==> src/rtl/lsu_mem_port_if.sv <==
// Word-wide valid/ready memory bus between the load/store unit and data memory.
// The command phase uses mem_valid/mem_ready; read data returns later on mem_rvalid.
interface lsu_mem_port_if #(
  parameter int AW = 32
);
  logic          mem_valid;
  logic          mem_ready;
  logic          mem_we;
  logic [AW-1:0] mem_addr;
  logic [3:0]    mem_be;
  logic [31:0]   mem_wdata;
  logic          mem_rvalid;
  logic [31:0]   mem_rdata;

  modport master (
    output mem_valid, mem_we, mem_addr, mem_be, mem_wdata,
    input  mem_ready, mem_rvalid, mem_rdata
  );

  modport slave (
    input  mem_valid, mem_we, mem_addr, mem_be, mem_wdata,
    output mem_ready, mem_rvalid, mem_rdata
  );
endinterface

==> src/rtl/lsu_mem_port.sv <==
// Load/store unit memory port: one request at a time, misaligned accesses split
// into two word beats, load data reassembled and sign/zero-extended.
module lsu_mem_port #(
  parameter int AW = 32,
  parameter int DW = 32
) (
  input  logic          clk,
  input  logic          rst_n,
  input  logic          req_valid,
  output logic          req_ready,
  input  logic          req_we,
  input  logic [1:0]    req_size,
  input  logic          req_unsigned,
  input  logic [AW-1:0] req_addr,
  input  logic [DW-1:0] req_wdata,
  output logic          resp_valid,
  output logic [DW-1:0] resp_rdata,
  lsu_mem_port_if.master mem,
  output logic          busy
);

  typedef enum logic [2:0] {IDLE, CMD0, RD0, CMD1, RD1, DONE} state_t;

  state_t        state, state_n;
  logic          we_q;
  logic [1:0]    size_q;
  logic          uns_q;
  logic [AW-1:0] addr_q;
  logic [31:0]   wdata_q;
  logic [31:0]   lo_q, hi_q;

  logic [1:0]    off;
  logic [3:0]    mask;
  logic [7:0]    be_wide;
  logic [63:0]   wd_wide;
  logic          split;
  logic [AW-1:0] base;
  logic [31:0]   lo_n, hi_n, raw;

  function automatic logic [31:0] extend_load(input logic [31:0] r, input logic [1:0] size,
                                              input logic uns);
    logic signed [7:0]  b;
    logic signed [15:0] h;
    logic signed [31:0] s;
    b = r[7:0];
    h = r[15:0];
    case (size)
      2'b00: begin
        s = b;
        extend_load = uns ? {24'b0, r[7:0]} : s;
      end
      2'b01: begin
        s = h;
        extend_load = uns ? {16'b0, r[15:0]} : s;
      end
      default: extend_load = r;
    endcase
  endfunction

  assign off  = addr_q[1:0];
  assign mask = (size_q == 2'b00) ? 4'b0001 : (size_q == 2'b01) ? 4'b0011 : 4'b1111;
  assign split = ((size_q == 2'b01) && (off == 2'b11)) || (size_q[1] && (off != 2'b00));
  assign base = {addr_q[AW-1:2], 2'b00};

  // Upper halves of the shifted lane vectors are exactly the beat-1 byte enables and data.
  assign be_wide = {4'b0000, mask} << off;
  assign wd_wide = {32'b0, wdata_q} << {off, 3'b000};

  assign lo_n = (state == RD0) ? mem.mem_rdata : lo_q;
  assign hi_n = (state == RD1) ? mem.mem_rdata : hi_q;
  assign raw  = 32'({(split ? hi_n : 32'b0), lo_n} >> {off, 3'b000});

  assign req_ready  = (state == IDLE);
  assign resp_valid = (state == DONE);
  assign busy       = (state != IDLE);

  always_comb begin
    state_n       = state;
    mem.mem_valid = 1'b0;
    mem.mem_we    = 1'b0;
    mem.mem_addr  = base;
    mem.mem_be    = 4'b0000;
    mem.mem_wdata = wd_wide[31:0];
    case (state)
      IDLE: if (req_valid) state_n = CMD0;
      CMD0: begin
        mem.mem_valid = 1'b1;
        mem.mem_we    = we_q;
        mem.mem_be    = be_wide[3:0];
        if (mem.mem_ready) state_n = !we_q ? RD0 : (split ? CMD1 : DONE);
      end
      RD0: if (mem.mem_rvalid) state_n = split ? CMD1 : DONE;
      CMD1: begin
        mem.mem_valid = 1'b1;
        mem.mem_we    = we_q;
        mem.mem_addr  = base + AW'(4);
        mem.mem_be    = be_wide[7:4];
        mem.mem_wdata = wd_wide[63:32];
        if (mem.mem_ready) state_n = we_q ? DONE : RD1;
      end
      RD1: if (mem.mem_rvalid) state_n = DONE;
      DONE: state_n = IDLE;
      default: state_n = IDLE;
    endcase
  end

  always_ff @(posedge clk) begin
    if (!rst_n) begin
      state      <= IDLE;
      resp_rdata <= '0;
    end else begin
      state <= state_n;
      if ((state != DONE) && (state_n == DONE))
        resp_rdata <= we_q ? '0 : extend_load(raw, size_q, uns_q);
    end
  end

  // Request fields and captured read words carry no reset; they are only used once qualified.
  always_ff @(posedge clk) begin
    if ((state == IDLE) && req_valid) begin
      we_q    <= req_we;
      size_q  <= req_size;
      uns_q   <= req_unsigned;
      addr_q  <= req_addr;
      wdata_q <= req_wdata;
    end
    if ((state == RD0) && mem.mem_rvalid) lo_q <= mem.mem_rdata;
    if ((state == RD1) && mem.mem_rvalid) hi_q <= mem.mem_rdata;
  end

endmodule
==> src/flat_wrapper.sv <==
// flat-port wrapper written by rule: the top's interface ports become plain ports
module lsu_mem_port_flat 
#(
  parameter int AW = 32,
  parameter int DW = 32
)
  (clk, rst_n, req_valid, req_ready, req_we, req_size, req_unsigned, req_addr, req_wdata, resp_valid, resp_rdata, busy, mem_mem_valid, mem_mem_we, mem_mem_addr, mem_mem_be, mem_mem_wdata, mem_mem_ready, mem_mem_rvalid, mem_mem_rdata);
  lsu_mem_port_if #(.AW(AW)) mem_i ();
  input  logic clk;
  input  logic rst_n;
  input  logic req_valid;
  output logic req_ready;
  input  logic req_we;
  input  logic [1:0] req_size;
  input  logic req_unsigned;
  input  logic [AW-1:0] req_addr;
  input  logic [DW-1:0] req_wdata;
  output logic resp_valid;
  output logic [DW-1:0] resp_rdata;
  output logic busy;
  output wire logic [$bits(mem_i.mem_valid)-1:0] mem_mem_valid;
  output wire logic [$bits(mem_i.mem_we)-1:0] mem_mem_we;
  output wire logic [$bits(mem_i.mem_addr)-1:0] mem_mem_addr;
  output wire logic [$bits(mem_i.mem_be)-1:0] mem_mem_be;
  output wire logic [$bits(mem_i.mem_wdata)-1:0] mem_mem_wdata;
  input wire logic [$bits(mem_i.mem_ready)-1:0] mem_mem_ready;
  input wire logic [$bits(mem_i.mem_rvalid)-1:0] mem_mem_rvalid;
  input wire logic [$bits(mem_i.mem_rdata)-1:0] mem_mem_rdata;
  assign mem_mem_valid = mem_i.mem_valid;
  assign mem_mem_we = mem_i.mem_we;
  assign mem_mem_addr = mem_i.mem_addr;
  assign mem_mem_be = mem_i.mem_be;
  assign mem_mem_wdata = mem_i.mem_wdata;
  assign mem_i.mem_ready = mem_mem_ready;
  assign mem_i.mem_rvalid = mem_mem_rvalid;
  assign mem_i.mem_rdata = mem_mem_rdata;
  lsu_mem_port #(.AW(AW), .DW(DW)) u_core (.clk(clk), .rst_n(rst_n), .req_valid(req_valid), .req_ready(req_ready), .req_we(req_we), .req_size(req_size), .req_unsigned(req_unsigned), .req_addr(req_addr), .req_wdata(req_wdata), .resp_valid(resp_valid), .resp_rdata(resp_rdata), .mem(mem_i), .busy(busy));
endmodule
==> config.mk <==
export PLATFORM = sky130hd
export DESIGN_NAME = lsu_mem_port_flat
export DESIGN_NICKNAME = d
export VERILOG_FILES = /design/src/rtl/lsu_mem_port_if.sv /design/src/rtl/lsu_mem_port.sv /design/src/flat_wrapper.sv
export SDC_FILE = /design/constraint.sdc
export NUM_CORES = 1
export LEC_CHECK = 0
export ABC_AREA = 1
export CAP_MARGIN = 20
export CORE_UTILIZATION = 30
export CTS_CLUSTER_DIAMETER = 150
export DETAILED_ROUTE_END_ITERATION = 12
export GPL_ROUTABILITY_DRIVEN = 0
export SYNTH_ARGS = -nofsm -noshare
export SYNTH_HDL_FRONTEND = slang
export SYNTH_SLANG_ARGS = --single-unit
==> constraint.sdc <==
create_clock -name clk -period 3 [get_ports clk]
set_input_delay 0.3 -clock clk [delete_from_list [all_inputs] [get_ports clk]]
set_output_delay 0.3 -clock clk [all_outputs]
set_load 0.005 [all_outputs]
==> metrics.md, run 1 <==
| Metric | Value |
|---|---|
| Critical Path End Type | output pin |
| Hold Worst Slack | 0.411 ns |
| Power density normalized to cell area | around 520 nW/µm² |
| Number of H-tree levels | 4 |
| Overall overflow remaining after global route | 0 |
| Element type at the critical path start | register |
| Required time of the worst setup path | 2.70 ns |
| Highest clock frequency the design can meet | approximately 340 MHz |
| Setup Skew | roughly 0.012 ns |
| Clock Sinks | roughly 160 |
| Sequential area share after synthesis | 0.506 |
| #FFs+latches synth | 159 |
| First-pass GRT wire length | ~45 mm |
| Cell with the largest stage delay on the worst path | sky130_fd_sc_hd__clkdlybuf4s50_1 |
| Share of the clock period used by the worst path | 0.981 |
| Post-synthesis cell type with the largest combined area | sky130_fd_sc_hd__edfxtp_1 |
| Final Worst Setup Slack | a little under 0.06 ns |
| Initial core utilization | 0.304 |
| Final Max Slew Viols | 0 |
| Worst Path Class, Setup | reg2out |
| Most common library cells after synthesis | sky130_fd_sc_hd__nand2_1 (336), sky130_fd_sc_hd__nand3_1 (146), sky130_fd_sc_hd__edfxtp_1 (124), sky130_fd_sc_hd__inv_1 (96), sky130_fd_sc_hd__a21oi_1 (75) |
| Final core utilization | 0.420 |
| Remaining max-slew budget at the tightest pin | 0.596 |
| Number of distinct library cells after synthesis | 40 |
| Critical path's largest stage delay | approximately 0.54 ns |
| TritonCTS Buffers | 17 |
| TritonCTS clock tree | built |
| Final ANT Viol Nets | 0 |
| Floorplan core area | about 29,000 µm² |
| Most frequent cell after synthesis | sky130_fd_sc_hd__nand2_1 |
| Detailed-router iteration count before antenna repair | 5 |
| Count of buffers from port buffering | 207 |
| Final Hold Fails | 0 |
| Peak ir drop on the vdd network | ~0.00036 V |
| Final-report setup violation count | 0 |
| Vias per cell | between 4 and 5 |
| DRT iter0 DRCs | 827 |
| Boundary Pins | 210 |
| Instance area after placement | between 10,000 and 15,000 µm² |
| Post-DP HPWL | roughly 21 mm |
| Number of standard cells in the final layout excluding fillers | roughly 1.7k |
| Commonest register cell after synthesis | sky130_fd_sc_hd__edfxtp_1 |
| Wire length after detailed routing | 29.2 mm |
| Cell types with the largest area share after synthesis | sky130_fd_sc_hd__edfxtp_1 (43%), sky130_fd_sc_hd__nand2_1 (14%), sky130_fd_sc_hd__nand3_1 (8.4%) |
| Initial antenna violation count | 2 |
| Gate Count Post-Synth | ~1.1k |
| Fin crit period | 2.94 ns |
| LEAKAGE | ~4.9 nW |
| Post-synthesis area per instance | ~8 µm² |
| Die Area | ~30,000 µm² |
| Chip width | about 170 µm |
| RSZ-0062 raised after global routing | true |
| Avg WL per Cell | between 15 and 20 µm |
| Setup TNS | 0 ns |
| Fraction of synthesis flops using an asynchronous set or reset pin | 0 |
| Total global-route track usage | 0.196 |
| Number of global-route vias before repair | a little over 8k |
| CTS Root Buffer Type | sky130_fd_sc_hd__clkbuf_16 |
| Total via count after detailed routing | between 8k and 9k |
| Total power after layout | roughly 6.3 mW |
| Post-synth EDFFs | ~120 |
| Reported max-cap violation count | 0 |
| Cell Chain, Critical Path | buf_4, nand3_1, nor2_4, nand3_2, nor2_4, nand3_1, nor3_2, xor2_1, clkdlybuf4s50_1 |
| Data arrival time of the critical path | approximately 2.6 ns |
| Class of the tightest hold or removal check | in2reg |
| Count of standard-cell rows | between 60 and 70 |
| Post-CTS clock slew at the launch and capture registers of the worst setup and hold paths | 0.08 ns |
| Area of the mapped netlist | approximately 8700 µm² |
| Synth-to-Final Area Change | 37.9% |
| Share of layout cells above drive strength 1 | 0.0894 |
| Worst-case setup slack after placement | between 0.3 and 0.4 ns |
| Post-Layout Inst Area | 12,000 µm² |
| Outcome | finished clean |
| Share of Yosys cell area claimed by the top area cell type | 0.426 |
| Number of warnings reported in the yosys synthesis log | 0 |
| Actual slew at the worst max-slew pin | around 0.61 ns |
| Buffer levels on the longest clock path | 2 |
| Post-layout net count | 1,402 |
| DRC violations left | 0 |
| Max Fanout on Critical Path | 4 |
| Dpl cells | around 1.6k |
| Die height | approximately 170 µm |
| Pin count of the biggest net entering global routing | 69 |
| Insertion delay of the later-clocked pin in the worst-skew pair | approximately 0.44 ns |
==> report_power, final <==
part	internal [mW]	switching, mW
registers	2.54	0.0955
logic	0.634	0.860
clock network	1.17	0.987
total	4.34	1.94
==> logic make-up (layout without fill, tap and decap cells) <==
family / count (synthesis) / after routing / synth area share
AO/OA/AOI/OAI: 144 / 144 / 0.0879
buffers and inverters: 166 / 384 / 0.0765
flip-flops: 159 / 159 / 0.506
other: 1 / 3 / 0.000429
XOR/XNOR: 29 / 29 / 0.0291
AND/OR/NAND/NOR: 590 / 590 / 0.298
adder cells (fa/ha/maj): 1 / 1 / 0.00143
==> final cells by class <==
type,instances,area [µm²]
inverters,107,402
clock buffers,17,425
multi-input cells,766,3750
flip-flops and latches,159,4430
well taps,384,480
repair buffers,245,2410
fillers,2897,16700
clock inverters,15,153
diodes,1,2.50
==> worst max-delay path: cells and delay by family, from the launching register on <==
family / cells / cell delay (ns)
buffers and inverters: 2 / 0.67
flip-flops: 1 / 0.37
XOR/XNOR: 1 / 0.22
AND/OR/NAND/NOR: 6 / 0.95
==> repair_timing <==
action	4_1_cts	5_1_grt
buffers inserted	10	3
endpoints found under the setup margin	12	18
pin swaps	7	7
gates cloned	0	0
resized for setup	11	21
hold buffers	0	0
==> cells in the final DEF (no fill, tap or decap), types with 15 or more instances in the layout <==
cell type,instances
sky130_fd_sc_hd__clkdlybuf4s50_1,201
sky130_fd_sc_hd__inv_1,95
sky130_fd_sc_hd__nand2_1,334
sky130_fd_sc_hd__xor2_1,16
sky130_fd_sc_hd__nand3_1,144
sky130_fd_sc_hd__o22ai_1,15
sky130_fd_sc_hd__nor2_1,55
sky130_fd_sc_hd__o21ai_0,36
sky130_fd_sc_hd__edfxtp_1,124
sky130_fd_sc_hd__buf_4,34
sky130_fd_sc_hd__dfxtp_1,33
sky130_fd_sc_hd__a21oi_1,75
sky130_fd_sc_hd__clkbuf_16,17
==> sequential cells by signal (all words and copies together), names as in the netlist <==
name               count
u_core.hi_q           24
u_core.size_q          2
u_core.resp_rdata     32
u_core.lo_q           32
u_core.wdata_q        32
u_core.uns_q           1
u_core.addr_q         32
u_core.state           3
u_core.we_q            1
==> metal layers <==
| metal | vias to the layer above | GRT usage | routed length, µm |
|---|---|---|---|
| li1 | 4042 | - | - |
| met1 | 3851 | 0.242 | 11900 |
| met2 | 399 | 0.313 | 13500 |
| met3 | 47 | 0.0721 | 2950 |
| met4 | 2 | 0.0737 | 842 |
| met5 | - | 0 | 13 |
==> worst paths after layout <==
path	depth (start not counted)	slack, ns	start	endpoint
worst max-delay path	9	0.06	u_core.addr_q[3]$_DFFE_PP_	mem_mem_addr[25]
worst min register to register	2	0.47	u_core.resp_rdata[13]$_SDFFE_PN0P_	u_core.resp_rdata[13]$_SDFFE_PN0P_
worst min-delay path	1	0.41	req_addr[15]	u_core.addr_q[15]$_DFFE_PP_
worst max register to register	12	0.39	u_core.state[2]$_SDFF_PN0_	u_core.resp_rdata[20]$_SDFFE_PN0P_
No activity file was read; power rests on OpenSTA's default activity.
==> run 2, diff against run 1 <==
CELL_PAD_IN_SITES_DETAIL_PLACEMENT = 1   (was not set)
CELL_PAD_IN_SITES_GLOBAL_PLACEMENT = 1   (was not set)
PLACE_DENSITY = 0.78   (was not set)
==> run 2 against run 1 <==
Effect of this change:
- sequential cell count did not move
- critical path type unchanged
- count of clock-buffer cells in the layout did not move
- global-route usage rose by 1.8 points
- combinational power barely moved
- first-iteration DRC count fell by 19%
- register-to-register slack improved by 0.13 ns
- largest power group unchanged
==> metrics.md, run 2 (same netlist as run 1, synthesis figures left out) <==
| Metric | Value |
|---|---|
| Power density normalized to cell area | 537 nW/µm² |
| Number of global-route vias before repair | roughly 8.8k |
| Count of standard-cell rows | 62 |
| Final Max Slew Viols | 0 |
| TritonCTS Buffers | 17 |
| TritonCTS clock tree | built |
| Setup Skew | between 0.01 and 0.015 ns |
| Kind of cell adding the most delay to the critical path | simple AND/OR/NAND/NOR gates |
| Remaining max-slew budget at the tightest pin | 0.479 |
| Cell with the largest stage delay on the worst path | sky130_fd_sc_hd__clkdlybuf4s50_1 |
| Required time of the worst setup path | 2.70 ns |
| LEAKAGE | 4.91 nW |
| Buffer levels on the longest clock path | 2 |
| DRT iter0 DRCs | roughly 670 |
| Max Fanout on Critical Path | 4 |
| Boundary Pins | 210 |
| Post-Layout Inst Area | approximately 12,000 µm² |
| Sequential group share of total power | 0.405 |
| Critical path's largest stage delay | 0.55 ns |
| Total global-route track usage | 0.214 |
| Floorplan core area | approximately 29,000 µm² |
| Number of H-tree levels | 4 |
| Highest clock frequency the design can meet | approximately 340 MHz |
| Wire length after detailed routing | 32.0 mm |
| Final Hold Fails | 0 |
| Count of buffering cells on the critical path with inverters included | 1 |
| Data arrival time of the critical path | between 2 and 3 ns |
| Share of layout cells above drive strength 1 | 0.0931 |
| RSZ-0062 raised after global routing | true |
| Reported max-cap violation count | 0 |
| Class of the tightest hold or removal check | in2reg |
| Final ANT Viol Nets | 0 |
| First-pass GRT wire length | around 50 mm |
| Chip width | 173 µm |
| Fin crit period | a little under 3 ns |
| Actual slew at the worst max-slew pin | about 0.78 ns |
| DRC violations left | 0 |
| Die Area | 29,800 µm² |
| CTS Root Buffer Type | sky130_fd_sc_hd__clkbuf_16 |
| Vias per cell | approximately 5.0 |
| Detailed-router iteration count before antenna repair | 5 |
| Cell Chain, Critical Path | ha_2, nand3_2, or2_4, nor2_4, nand2_4, nor3_4, xor2_1, clkdlybuf4s50_1 |
| Comb power frac | 0.233 |
| Commonest non-fill, non-tap cell in the layout | sky130_fd_sc_hd__nand2_1 |
| Setup TNS | 0 ns |
| Synth-to-Final Area Change | 38.3% |
| Fillers | about 3.5k |
| Net switching power | roughly 2 mW |
| Worst Path Class, Setup | reg2out |
| Initial antenna violation count | 1 |
| Die height | between 150 and 200 µm |
| Post-layout net count | around 1.4k |
| Element type at the critical path start | register |
| Count of buffers from port buffering | 207 |
| Clock Sinks | approximately 160 |
| Outcome | finished clean |
| Peak ir drop on the vdd network | 0.000349 V |
| Pin count of the biggest net entering global routing | 52 |
| Final-report setup violation count | 0 |
| Avg WL per Cell | 18.9 µm |
| Antenna fix cells | 0 |
| Cts hold-fix bufs | 0 |
| Clk network pwr share | 0.362 |
| Share of the clock period used by the worst path | 0.970 |
| Post-DP HPWL | 23.5 mm |
| Final core utilization | 0.421 |
| Critical Path End Type | output pin |
| Internal Dissipation | between 4 and 5 mW |
| Insertion delay of the later-clocked pin in the worst-skew pair | 0.45 ns |
| Total via count after detailed routing | roughly 8.5k |
| Post-CTS clock slew at the launch and capture registers of the worst setup and hold paths | around 0.08 ns |
| Most frequent cells in the layout | sky130_fd_sc_hd__nand2_1 (333), sky130_fd_sc_hd__clkdlybuf4s50_1 (201), sky130_fd_sc_hd__nand3_1 (144), sky130_fd_sc_hd__edfxtp_1 (124), sky130_fd_sc_hd__inv_1 (93) |
| Switching portion of total power | 0.316 |
| Instance area after placement | approximately 11,000 µm² |
| Initial core utilization | 0.304 |
| Total power after layout | 6.49 mW |
| Minimum setup slack among reg-to-reg paths | ~0.52 ns |
| Overall overflow remaining after global route | 0 |
-- run 2: stage by stage --
step / cells / hold WS, ns / worst slack, ns
2_1_floorplan: 1091 / 0.399 / 0.367
3_3_place_gp: 1651 / 0.456 / 0.428
3_5_place_dp: 1651 / 0.458 / 0.362
4_1_cts: 1689 / 0.383 / 0.00327
5_1_grt: 1694 / 0.389 / -0.0629
6_report: 1694 / 0.396 / 0.0902
-- run 2: path summary, 6_finish.rpt --
kind	from	to	cells past startpoint
hold reg to reg	u_core.resp_rdata[30]$_SDFFE_PN0P_	u_core.resp_rdata[30]$_SDFFE_PN0P_	2
hold / removal	req_addr[31]	u_core.addr_q[31]$_DFFE_PP_	1
setup / recovery	u_core.addr_q[3]$_DFFE_PP_	mem_mem_addr[16]	8
setup reg to reg	u_core.state[0]$_SDFF_PN0_	u_core.resp_rdata[25]$_SDFFE_PN0P_	13
-- run 2: final cells by class --
type	count	area (µm²)	share of cell area
Clock inverter	15	198	0.0164
Multi-Input combinational cell	766	3740	0.310
Clock buffer	17	425	0.0352
Tap cell	384	480	0.0398
Inverter	107	405	0.0335
Sequential cell	159	4430	0.366
Timing Repair Buffer	246	2400	0.199
-- run 2: power groups by stage --
stage	logic [mW]	clock network [mW]	registers [mW]
after global placement	1.47	0	2.67
after detailed placement	1.49	0	2.68
final	1.51	2.35	2.63
after global routing	1.65	2.47	2.64
after floorplan	0.754	0	2.65
after CTS	1.51	2.41	2.63
-- run 2: worst register-to-register path, cell delays in order (launching register included) --
cell	delay (ns)
sky130_fd_sc_hd__dfxtp_2	0.34
sky130_fd_sc_hd__inv_2	0.06
sky130_fd_sc_hd__buf_4	0.22
sky130_fd_sc_hd__nand3_1	0.11
sky130_fd_sc_hd__buf_4	0.41
sky130_fd_sc_hd__inv_2	0.14
sky130_fd_sc_hd__nand2_1	0.11
sky130_fd_sc_hd__nand3_1	0.09
sky130_fd_sc_hd__nand2_1	0.08
sky130_fd_sc_hd__inv_2	0.05
sky130_fd_sc_hd__nand3_2	0.16
sky130_fd_sc_hd__nand3_2	0.30
sky130_fd_sc_hd__nand2_1	0.19
sky130_fd_sc_hd__a21oi_1	0.08
-- run 2: metal layers --
metal,vias up,part of all wire,global-route usage
li1,4041,-,-
met1,4077,0.42,0.262
met2,302,0.49,0.364
met3,48,0.071,0.0490
met4,2,0.026,0.0818
met5,-,0.00041,0
-- run 2: what timing repair did --
item	in CTS	in global routing
gates cloned	0	0
endpoints found under the setup margin	14	28
endpoints found under the hold margin	0	0
pin swaps	5	4
gates resized for setup	9	22
setup buffers	6	5
